===== src/rtl/mips_div_unit.sv =====
`default_nettype none
// +------------------------------------------------------------------------+
// | Module  : mips_div_unit                                                |
// | Purpose : Multi-cycle restoring divider for MIPS DIV/DIVU. Quotient    |
// |           feeds LO, remainder feeds HI. Operands are divided as        |
// |           magnitudes and the signs are fixed up afterwards.            |
// | Rev     : 1.0  initial release                                         |
// +------------------------------------------------------------------------+
module mips_div_unit #(
  parameter int DATA_WIDTH = 32
) (
  input  logic                  clk,
  input  logic                  rst,
  input  logic                  div_start,
  input  logic                  div_signed,
  input  logic [DATA_WIDTH-1:0] div_op_x,
  input  logic [DATA_WIDTH-1:0] div_op_y,
  output logic                  div_busy,
  output logic                  div_done,
  output logic [DATA_WIDTH-1:0] div_quotient,
  output logic [DATA_WIDTH-1:0] div_remainder,
  output logic                  div_by_zero
);

  localparam int CNT_W = (DATA_WIDTH > 1) ? $clog2(DATA_WIDTH) : 1;
  localparam logic [CNT_W-1:0] CNT_INIT = CNT_W'(DATA_WIDTH - 1);

  typedef enum logic [1:0] {
    S_IDLE  = 2'd0,
    S_CALC  = 2'd1,
    S_FIXUP = 2'd2,
    S_DONE  = 2'd3
  } state_t;

  state_t                r_state;
  state_t                w_state_nxt;

  logic                  r_xs;
  logic                  r_ys;
  logic                  r_yzero;
  logic [DATA_WIDTH-1:0] r_x_orig;
  logic [DATA_WIDTH-1:0] r_ymag;
  logic [DATA_WIDTH-1:0] r_quo;
  logic [DATA_WIDTH-1:0] r_rem;
  logic [CNT_W-1:0]      r_cnt;

  logic                  w_accept;
  logic                  w_xs;
  logic                  w_ys;
  logic [DATA_WIDTH:0]   w_diff;
  logic [DATA_WIDTH-1:0] w_q_fix;
  logic [DATA_WIDTH-1:0] w_r_fix;

  // A new request is only taken when nothing is in flight (IDLE or DONE).
  assign w_accept = div_start && ((r_state == S_IDLE) || (r_state == S_DONE));
  assign w_xs     = div_signed & div_op_x[DATA_WIDTH-1];
  assign w_ys     = div_signed & div_op_y[DATA_WIDTH-1];

  // Trial subtraction on the (DATA_WIDTH+1)-bit shifted partial remainder.
  // The working remainder is always below 2*|y|, so the difference fits in
  // DATA_WIDTH+1 signed bits and its MSB is the "trial went negative" flag.
  // Only the low DATA_WIDTH bits need storing since the kept value is < |y|.
  assign w_diff  = {r_rem, r_quo[DATA_WIDTH-1]} - {1'b0, r_ymag};

  // Sign post-correction: quotient sign is xs^ys, remainder follows dividend.
  assign w_q_fix = (r_xs ^ r_ys) ? -r_quo : r_quo;
  assign w_r_fix = r_xs ? -r_rem : r_rem;

  // State register.
  always_ff @(posedge clk or posedge rst) begin
    if (rst) r_state <= S_IDLE;
    else     r_state <= w_state_nxt;
  end

  // Next-state and status outputs.
  always_comb begin
    w_state_nxt = r_state;
    div_busy    = 1'b0;
    div_done    = 1'b0;
    case (r_state)
      S_IDLE: begin
        if (w_accept) w_state_nxt = S_CALC;
      end
      S_CALC: begin
        div_busy = 1'b1;
        if (r_cnt == '0) w_state_nxt = S_FIXUP;
      end
      S_FIXUP: begin
        div_busy    = 1'b1;
        w_state_nxt = S_DONE;
      end
      S_DONE: begin
        div_done    = 1'b1;
        w_state_nxt = w_accept ? S_CALC : S_IDLE;
      end
      default: w_state_nxt = S_IDLE;
    endcase
  end

  // Operand capture and one restoring-division step per CALC cycle.
  always_ff @(posedge clk or posedge rst) begin
    if (rst) begin
      r_xs     <= 1'b0;
      r_ys     <= 1'b0;
      r_yzero  <= 1'b0;
      r_x_orig <= '0;
      r_ymag   <= '0;
      r_quo    <= '0;
      r_rem    <= '0;
      r_cnt    <= '0;
    end else if (w_accept) begin
      r_xs     <= w_xs;
      r_ys     <= w_ys;
      r_yzero  <= (div_op_y == '0);
      r_x_orig <= div_op_x;
      r_ymag   <= w_ys ? -div_op_y : div_op_y;
      r_quo    <= w_xs ? -div_op_x : div_op_x;
      r_rem    <= '0;
      r_cnt    <= CNT_INIT;
    end else if (r_state == S_CALC) begin
      r_quo <= {r_quo[DATA_WIDTH-2:0], ~w_diff[DATA_WIDTH]};
      r_rem <= w_diff[DATA_WIDTH] ? {r_rem[DATA_WIDTH-2:0], r_quo[DATA_WIDTH-1]}
                                  : w_diff[DATA_WIDTH-1:0];
      r_cnt <= r_cnt - 1'b1;
    end
  end

  // Result registers load on the FIXUP->DONE edge and hold until the next one.
  always_ff @(posedge clk or posedge rst) begin
    if (rst) begin
      div_quotient  <= '0;
      div_remainder <= '0;
      div_by_zero   <= 1'b0;
    end else if (r_state == S_FIXUP) begin
      div_quotient  <= r_yzero ? '1 : w_q_fix;
      div_remainder <= r_yzero ? r_x_orig : w_r_fix;
      div_by_zero   <= r_yzero;
    end
  end

endmodule
`default_nettype wire


===== config.mk =====
export PLATFORM = sky130hd
export DESIGN_NAME = mips_div_unit
export DESIGN_NICKNAME = d
export VERILOG_FILES = /design/src/rtl/mips_div_unit.sv
export SDC_FILE = /design/constraint.sdc
export NUM_CORES = 1
export LEC_CHECK = 0
export ABC_AREA = 1
export BUFFER_PORTS_ARGS = -buffer_cell sky130_fd_sc_hd__buf_2
export CAP_MARGIN = 15
export CORE_ASPECT_RATIO = 0.7
export CORE_MARGIN = 2
export CORE_UTILIZATION = 39
export CTS_CLUSTER_SIZE = 14
export DETAILED_ROUTE_END_ITERATION = 16
export RECOVER_POWER = 25
export SLEW_MARGIN = 20
export SYNTH_ARGS = -nofsm -noshare
export SYNTH_HDL_FRONTEND = slang
export SYNTH_SLANG_ARGS = --single-unit

===== constraint.sdc =====
create_clock -name clk -period 7.35 [get_ports clk]
set_clock_uncertainty 0.05 [all_clocks]
set_input_delay 0.3675 -clock clk [delete_from_list [all_inputs] [get_ports clk]]
set_output_delay 0.3675 -clock clk [all_outputs]
set_load 0.03 [all_outputs]

* Word-level counts from Yosys, hierarchy flattened
Cells that the tools add are included.
** Word-level totals
- Register bits :: 203
- Bits in latches :: 0
- RAM bits :: 0
- ROM bits :: 0
- Output and inout bits :: 67
- Logic and storage cells :: 54
- Memories kept :: 0
** Operators by class
- $add $sub $neg :: 6
- Multiply operators :: 0
- Div/mod/pow operators :: 0
- Order comparisons :: 0
- Equality and inequality tests :: 5
- Shift-type cells :: 0
- Multiplexer cells :: 19
- Bitwise operators :: 4
- Reductions and logical operators :: 8
** Operators by type and width (count)
- 2-to-1 mux 32 bit :: 11
- negator 32 bit :: 4
- subtractor 33 x 32 -> 33 bit :: 1
- zero test 32 bit :: 1
- 2-to-1 mux 5 bit :: 2
- one-hot mux 2 bit (4 select lines) :: 1
- zero test 5 bit :: 1
- subtractor 5 x 1 -> 5 bit (second input constant) :: 1
- equality test 2 bit (second input constant) :: 2
- 2-to-1 mux 2 bit :: 2
- != test 2 bit (second input constant) :: 2
- 2-to-1 mux 1 bit :: 3
- AND 1 bit :: 2
- equality test 2 x 1 -> 1 bit (second input constant) :: 1
- zero test 2 bit :: 1
- AND reduction 2 bit :: 1
- nonzero test 2 bit :: 1
- OR reduction 2 bit :: 1
- logical AND 1 bit :: 1
- logical OR 1 bit :: 1
- inverter 1 bit :: 1
- XOR 1 bit :: 1

* Depth between registers and ports, before layout
Gate-level depths: netlist of the first run.
- Depth in word-level cells :: 5
- Mapped depth :: 18
- Gate-level depth less buffers :: 17

* Worst setup path before layout of the first run
No wires, ideal clock.
- Kind :: flip-flop to flip-flop
- Start point :: reg r_quo[31]
- End point :: reg r_rem[10]
- Library setup time :: 0.117 ns
- Arrival time :: 2.067 ns
- Required time :: 7.183 ns
- Setup slack :: 5.116 ns
- Stages on the path, launching flop included :: 19
- Period minus slack after synthesis :: 2.234 ns
- Path through :: dfrtp_1 > inv_1 > ha_1 > fa_1 > inv_1 > nand2_1 > nand2_1 > nand3_1 > nand2_2 > nand2_2 > nand2_4 > nand2_4 > nand2_4 > nand2_8 > nand2_8 > buf_12 > nand2_2 > nand3_2 > nand2_1
** On the way
- Longest elaborated chain between the ends :: 4
** Ends and longest elaborated chain
- start: declaration :: RTL line 43 : logic [DATA_WIDTH-1:0] r_quo;
- start signal: assignment :: RTL line 117 : r_quo <= w_xs ? -div_op_x : div_op_x;
- start signal: assignment :: RTL line 121 : r_quo <= {r_quo[DATA_WIDTH-2:0], ~w_diff[DATA_WIDTH]};
- subtractor 33 x 32 -> 33 bit :: RTL line 63 : assign w_diff = {r_rem, r_quo[DATA_WIDTH-1]} - {1'b0, r_ymag};
- 2-to-1 mux 32 bit :: RTL line 122 : r_rem <= w_diff[DATA_WIDTH] ? {r_rem[DATA_WIDTH-2:0], r_quo[DATA_WIDTH-1]}
- 2-to-1 mux 32 bit :: RTL line 120 : end else if (r_state == S_CALC) begin
- 2-to-1 mux 32 bit :: RTL line 111 : end else if (w_accept) begin
- end signal: assignment :: RTL line 122
- end: declaration :: RTL line 44 : logic [DATA_WIDTH-1:0] r_rem;
Every way passes these cells. The select of a mux whose other input is x is not followed.
A chain may end at the register's enable or synchronous reset.

* Worst setup path in the final report of the first run
- Start point :: reg r_state[1]
- End point :: reg r_rem[30]
** On the way
- Longest elaborated chain between the ends :: 4
** Ends and longest elaborated chain
- start: declaration :: RTL line 35 : state_t r_state;
- start signal: assignment :: RTL line 72 : else r_state <= w_state_nxt;
- equality test 2 bit or zero test 2 bit (tied branches) :: RTL line 55 : assign w_accept = div_start && ((r_state == S_IDLE) || (r_state == S_DONE));
- logical OR 1 bit :: RTL line 55
- logical AND 1 bit :: RTL line 55
- 2-to-1 mux 32 bit or nonzero test 2 bit (tied branches)
Several ways; a longest one is shown, not always the timed one.

==> metrics.cfg, run 1 <==
[global_routing]
grt_max_degree=141
grtUsageMet3_pct=3.22
antenna_found_initial=0
grt_pass1_wl_um=79100
top_usage_layer=met1
track_usage_pct=25.1
met2_usage_pct=35.1
grt_overflow_total=0
grt_use_met1_pct=40.4
grt_pass1_vias=14170

[yosys]
synth_fa_ha_area_share_pct=3.69
synthSimpleGateAreaFrac_pct=35.9
synth_top_area_share_pct=34.3
synth_top_family_by_area=simple AND/OR/NAND/NOR gates
synth_top_area_cell=dfrtp_1
ys_seq_elements=203
synth_xor_area_share_pct=2.78
synth_cell_types=49
synth.area.top_cells=dfrtp_1 34%, nand2_1 16%, inv_1 8.4%, nand3_1 7.3%, nor2_1 5.5%
syn_nets=2342
synth.mux.area_fraction_pct=0
avgSynthCellArea_um2=6.63
postSynthCellCount=2231
seq_area_frac_synth_pct=34.3
synth_compound_area_share_pct=12.3
ys_warn_count=0
syn_area_um2=14800

[die]
dieArea_um2=39500
rows=59
die_h_um=167
core-area_um2=37300
die_w_um=237
io_pins=135
start_util_pct=39.7

[placed_design]
dpl.hpwl_um=38100
routabilityCongestion=0.973
port_buffers=134

[setup_path]
r2r-start=r_state[1]
crit_chain=inv_1 > ha_1 > inv_1 > nand2_2 > buf_4 > clkinv_2 > nor2_4 > nand3_1 > nand2_1 > nand2_1 > nand2_1
setup.worst_path.start=r_state[1]
cp_slowest_stage_delay_ps=1040
critPathCapture=r_rem[30]
rr_worst_depth=11
path_delay_family=simple AND/OR/NAND/NOR gates
slowest_stage=nor2_4
crit_type=reg2reg
endpoint_kind=flip-flop
rrSetupSlack_ps=3930
required_ps=7760
worstReg2RegEnd=r_rem[30]
critPathLaunchType=flip-flop
critical_path_depth=11
worst_path_most_repeated_cell=nand2_1
worst_ep_arrival_time_ps=3830
crit_buf_inv=4
cp_max_fo=51

[timing]
relSlewSlack_pct=27.5
hold_violations=0
fmax_mhz=292
setup_viol=0
rsz0062_at_grt=false
min_period_over_period_pct=46.6
period_needed_ps=3420
tightest_slew_ps=1090
hold_ws_ps=60.6
drv_slew=0
tns_ps=0

[clock_network]
cts_tree=yes
clkLatencyLatePin_ps=530
cts_root_buf=clkbuf_16
clk_pin_slew_ps=60
h-tree-depth=1
cts_buffer_depth=3
numCtsBuffers=23
cts_sinks=203

[final_layout]
nNetsFinal=2445
n_antenna_cell=0
drive_gt1_share_pct=11.8
syn_to_final_growth_pct=12.7

[outcome]
status=finished clean

[pwr]
p_leak_uw=0.00868
ir_drop_mv=0.227
p_per_area_nw_per_um2=514

[route]
vias=14992
final_antenna_net_count=0
remaining_drc_errors=0
drtIter0Drc=1511
wirelength_um=49200
dr.pass1.iters=6
avgViaCountPerCell=5.28
wl_per_cell_um=17.3

[flow_run]
max_cap_viol_count=0

[hold_path]
hold_path.class=in2reg

==> timing repair <==
| item | CTS | global route |
|---|---|---|
| buffers inserted | 0 | 0 |
| endpoints found under the hold margin | 0 | 10 |
| hold buffers | 0 | 1 |
| gates resized for setup | 0 | 0 |
| endpoints found under the setup margin | 0 | 0 |
==> power breakdown <==
part	switching [uW]	internal (uW)	leakage, uW	total [uW]
Combinational	3670	1590	0.00577	5250
Clock	495	754	0.000393	1250
Sequential	430	1630	0.00252	2060
Total	4590	3970	0.00868	8560
==> worst min-delay path by stage <==
stage,from,end,slack (ps),cells past startpoint
after floorplan,r_ymag[30],r_ymag[30],400,2
after global placement,div_by_zero,div_by_zero,400,2
final,div_op_x[16],r_x_orig[16],60,3
after CTS,div_op_x[16],r_x_orig[16],40,3
after global routing,div_op_x[16],r_x_orig[16],70,3
after detailed placement,div_by_zero,div_by_zero,400,2
==> kinds of logic after synthesis <==
logic type      count (synthesis)
simple gates                 1217
xor+xnor                       47
buf+inv                       416
flops                         203
fa+ha+maj                      43
compound gates                305
==> layout by cell type, fill, tap and decap left out, types with 19 or more instances in the layout <==
| cell | count |
|---|---|
| nand2_1 | 646 |
| inv_1 | 329 |
| nor2_1 | 216 |
| nand3_1 | 215 |
| dfrtp_1 | 203 |
| o21ai_0 | 134 |
| buf_2 | 133 |
| a21oi_1 | 52 |
| ha_1 | 42 |
| nand2_2 | 34 |
| xor2_1 | 32 |
| nand4_1 | 29 |
| o211ai_1 | 28 |
| a31oi_1 | 23 |
| clkbuf_16 | 23 |
| nor3_1 | 22 |
| o221ai_1 | 22 |
| nand3_2 | 19 |
==> flip-flops by register name, indices dropped and copies added (netlist names) <==
register       flops
div_by_zero        1
div_quotient      32
div_remainder     32
r_cnt              5
r_quo             32
r_rem             32
r_state            2
r_x_orig          32
r_xs               1
r_ymag            32
r_ys               1
r_yzero            1
==> layout make-up <==
class / count / area (um2)
fill: 3928 / 20600
tap: 488 / 611
inverter: 346 / 1310
clock buffer: 30 / 642
multi-input combinational: 1612 / 8100
timing repair buffer: 148 / 777
clock inverter: 10 / 156
sequential: 203 / 5080
==> per-stage QoR <==
step                cells  setup slack, ps  instance area [um2]  util (%)  power (uW)
finish               2837             3930                16700      44.7        8560
global route         2837             3640                16700      44.7        9320
CTS                  2836             3940                16700      44.7        8540
detailed placement   2796             3970                15900      42.5        7250
global placement     2796             4080                15900      42.5        7180
floorplan            2231             1390                14800         -        5820
==> synth_stat cells, drive strengths merged <==
master and number:
or2 3, o21a 3, nand3 235, o21ai 142, o22ai 6, fa 1
o31ai 5, xor2 32, a31oi 23, inv 343, nor4 3, o311ai 4
ha 42, a21o 2, o21bai 10, nand2 686, nand3b 5, a21oi 55
o41ai 1, clkbuf 44, nor2 228, buf 26, dfrtp 203, and2 4
o211ai 28, nor3b 1, a22oi 4, nand4 29, o221ai 22, xnor2 15
nor3 23, clkinv 3
==> per-layer routing <==
metal	vias to the layer above	routed length, um
met2	528	19300
met3	53	3470
met1	7035	25500
met4	0	943
met5	-	0
li1	7376	-
==> tightest hold or removal path, delay by kind of cell <==
family,cells,cell delay (ps)
buffers and inverters,1,100
AND/OR/NAND/NOR,1,60
AO/OA/AOI/OAI,1,60
(Power assumes the default switching activity.)
==> run 2: changes to the inputs <==
- clock period: 7.35 -> 2.82 ns (I/O delays scaled with it)
==> metrics.cfg, run 2 (synthesis gave the netlist of run 1 again) <==
[outcome]
status=finished clean  ; unchanged

[setup_path]
crit_buf_inv=0  ; was 4
worst_ep_arrival_time_ps=2950  ; was 3830 ps
slowest_stage=dfrtp_1  ; was nor2_4
crit_chain=nor3_1 > nand3_1 > nor2_2 > nand3_1 > o21ai_2 > a21oi_1 > nor2_1 > nor2_1  ; was inv_1 > ha_1 > inv_1 > nand2_2 > buf_4 > clkinv_2 > nor2_4 > nand3_1 > nand2_1 > nand2_1 > nand2_1
path_delay_family=simple AND/OR/NAND/NOR gates  ; unchanged
rr_worst_depth=8  ; was 11
cp_max_fo=5  ; was 51
required_ps=3180  ; was 7760 ps
endpoint_kind=flip-flop  ; unchanged
critical_path_depth=8  ; was 11
cp_slowest_stage_delay_ps=440  ; was 1040 ps
critPathLaunchType=flip-flop  ; unchanged
crit_type=reg2reg  ; unchanged

[die]
core-area_um2=37300  ; unchanged
start_util_pct=39.7  ; unchanged
rows=59  ; unchanged
io_pins=135  ; unchanged
die_h_um=167  ; unchanged
dieArea_um2=39500  ; unchanged
die_w_um=237  ; unchanged

[placed_design]
place_ws_ps=216  ; was 3970 ps
dpl.hpwl_um=39400  ; was 38100 um
port_buffers=134  ; unchanged
routabilityCongestion=0.969  ; was 0.973
dpl.cell_count=2820  ; was 2796

[global_routing]
grt_pass1_wl_um=80400  ; was 79100 um
track_usage_pct=25.6  ; was 25.1%
grt_overflow_total=0  ; unchanged
grt_pass1_vias=14457  ; was 14170
antenna_found_initial=0  ; unchanged
grt_max_degree=102  ; was 141

[timing]
setup_viol=0  ; unchanged
drv_slew=0  ; unchanged
worst_slack_ps=228  ; was 3930 ps
tns_ps=0  ; unchanged
fmax_mhz=386  ; was 292 MHz
relSlewSlack_pct=3.63  ; was 27.5%
min_period_over_period_pct=91.9  ; was 46.6%
tightest_slew_ps=1450  ; was 1090 ps
rsz0062_at_grt=false  ; unchanged
hold_violations=0  ; unchanged
period_needed_ps=2590  ; was 3420 ps

[route]
avgViaCountPerCell=5.25  ; was 5.28
wl_per_cell_um=17.3  ; about the same
top_layer=met4  ; unchanged
routed-wl-met2_um=19900  ; was 19300 um
remaining_drc_errors=0  ; unchanged
final_antenna_net_count=0  ; unchanged
wl_met1_um=25700  ; was 25500 um
dr.pass1.iters=6  ; unchanged
wirelength_um=50700  ; was 49200 um
vias=15368  ; was 14992
drtIter0Drc=1450  ; was 1511
met3_length_um=4210  ; was 3470 um

[pwr]
switching_share_pct=54.1  ; was 53.6%
ir_drop_mv=0.590  ; was 0.227 mV
power_frac_comb_pct=62.5  ; was 61.3%
p_clk_share_pct=13.5  ; was 14.6%
switching_power_uw=12200  ; was 4590 uW
p_seq_share_pct=23.9  ; was 24.1%
p_leak_uw=0.00907  ; was 0.00868 uW
internal_power_uw=10400  ; was 3970 uW
p_per_area_nw_per_um2=1290  ; was 514 nW/um2

[hold_path]
hold_path.class=in2reg  ; unchanged
hold_depth=4  ; was 3

[clock_network]
clk_pin_slew_ps=60  ; about the same
cts_root_buf=clkbuf_16  ; unchanged
numCtsBuffers=23  ; unchanged
clkLatencyLatePin_ps=540  ; was 530 ps
cts_setup_buffers=0  ; unchanged
cts_sinks=203  ; unchanged
cts_buffer_depth=3  ; unchanged
h-tree-depth=1  ; unchanged
cts_tree=yes  ; unchanged

[final_layout]
nNetsFinal=2534  ; was 2445
syn_to_final_growth_pct=18.3  ; was 12.7%
final_common_cell=nand2_1  ; unchanged
most-common-layout-cells=646 x nand2_1, 328 x inv_1, 214 x nor2_1, 214 x nand3_1, 203 x dfrtp_1  ; was 646 x nand2_1, 329 x inv_1, 216 x nor2_1
n_antenna_cell=0  ; unchanged
stdcell_count=2928  ; was 2837
drive_gt1_share_pct=12.7  ; was 11.8%

[flow_run]
max_cap_viol_count=0  ; unchanged

run 2: cell types whose count changed in the layout (fill, tap and decap cells not counted), sizes merged:
| cell | change |
|---|---|
| buf | +23 |
| dlygate4sd3 | +65 |
| inv | +2 |
| clkbuf | +1 |
| bufinv | -3 |
| clkinv | +3 |
run 2: area by class of cell:
| cell class | count | area [um2] |
|---|---|---|
| inverters | 346 | 1300 |
| multi-input cells | 1612 | 8120 |
| fillers | 3898 | 19800 |
| well taps | 488 | 611 |
| flip-flops and latches | 203 | 5080 |
| clock inverters | 12 | 96.3 |
| clock buffers | 30 | 652 |
| repair buffers | 237 | 1640 |
run 2: layer usage:
layer | global-route usage (%) | vias to the layer above
li1 | - | 7548
met1 | 40.0 | 7198
met2 | 36.3 | 568
met3 | 4.91 | 54
met4 | 4.82 | 0
met5 | 0 | -
run 2: through the flow:
stage	util, %	cell area [um2]	hold WS (ps)	power (uW)
2_1_floorplan	-	14800	218	15200
3_3_place_gp	43.2	16100	142	19000
3_5_place_dp	43.2	16100	152	19200
4_1_cts	47.0	17500	11.4	22500
5_1_grt	46.9	17500	63.7	24600
6_report	46.9	17500	39.3	22600
run 2: power groups by stage:
stage | clock [uW] | combinational, uW | sequential [uW]
final | 3060 | 14100 | 5400
after global routing | 3240 | 15800 | 5540
after CTS | 3120 | 14000 | 5380
after detailed placement | 0 | 13800 | 5410
after global placement | 0 | 13700 | 5390
after floorplan | 0 | 9380 | 5790
run 2: path summary, 6_finish.rpt:
kind	from	slack, ps	endpoint
min in group asynchronous	rst	230	r_quo[10]
max reg2reg	r_quo[0]	230	div_quotient[31]
min reg2reg	div_by_zero	420	div_by_zero
max	r_quo[0]	230	div_quotient[31]
max in group asynchronous	rst	540	r_ymag[19]
min	div_op_y[12]	40	r_ymag[12]
run 2: worst register-to-register path: cells and delay by family, from the launching register on:
kind             cells  cell delay (ps)
AO/OA/AOI/OAI        2              490
flip-flops           1              440
AND/OR/NAND/NOR      6             1490
run 2: repair_timing:
item	in CTS	in global routing
endpoints found under the setup margin	0	2
hold endpoints to repair	106	0
hold buffers	67	0
gates resized for setup	0	7
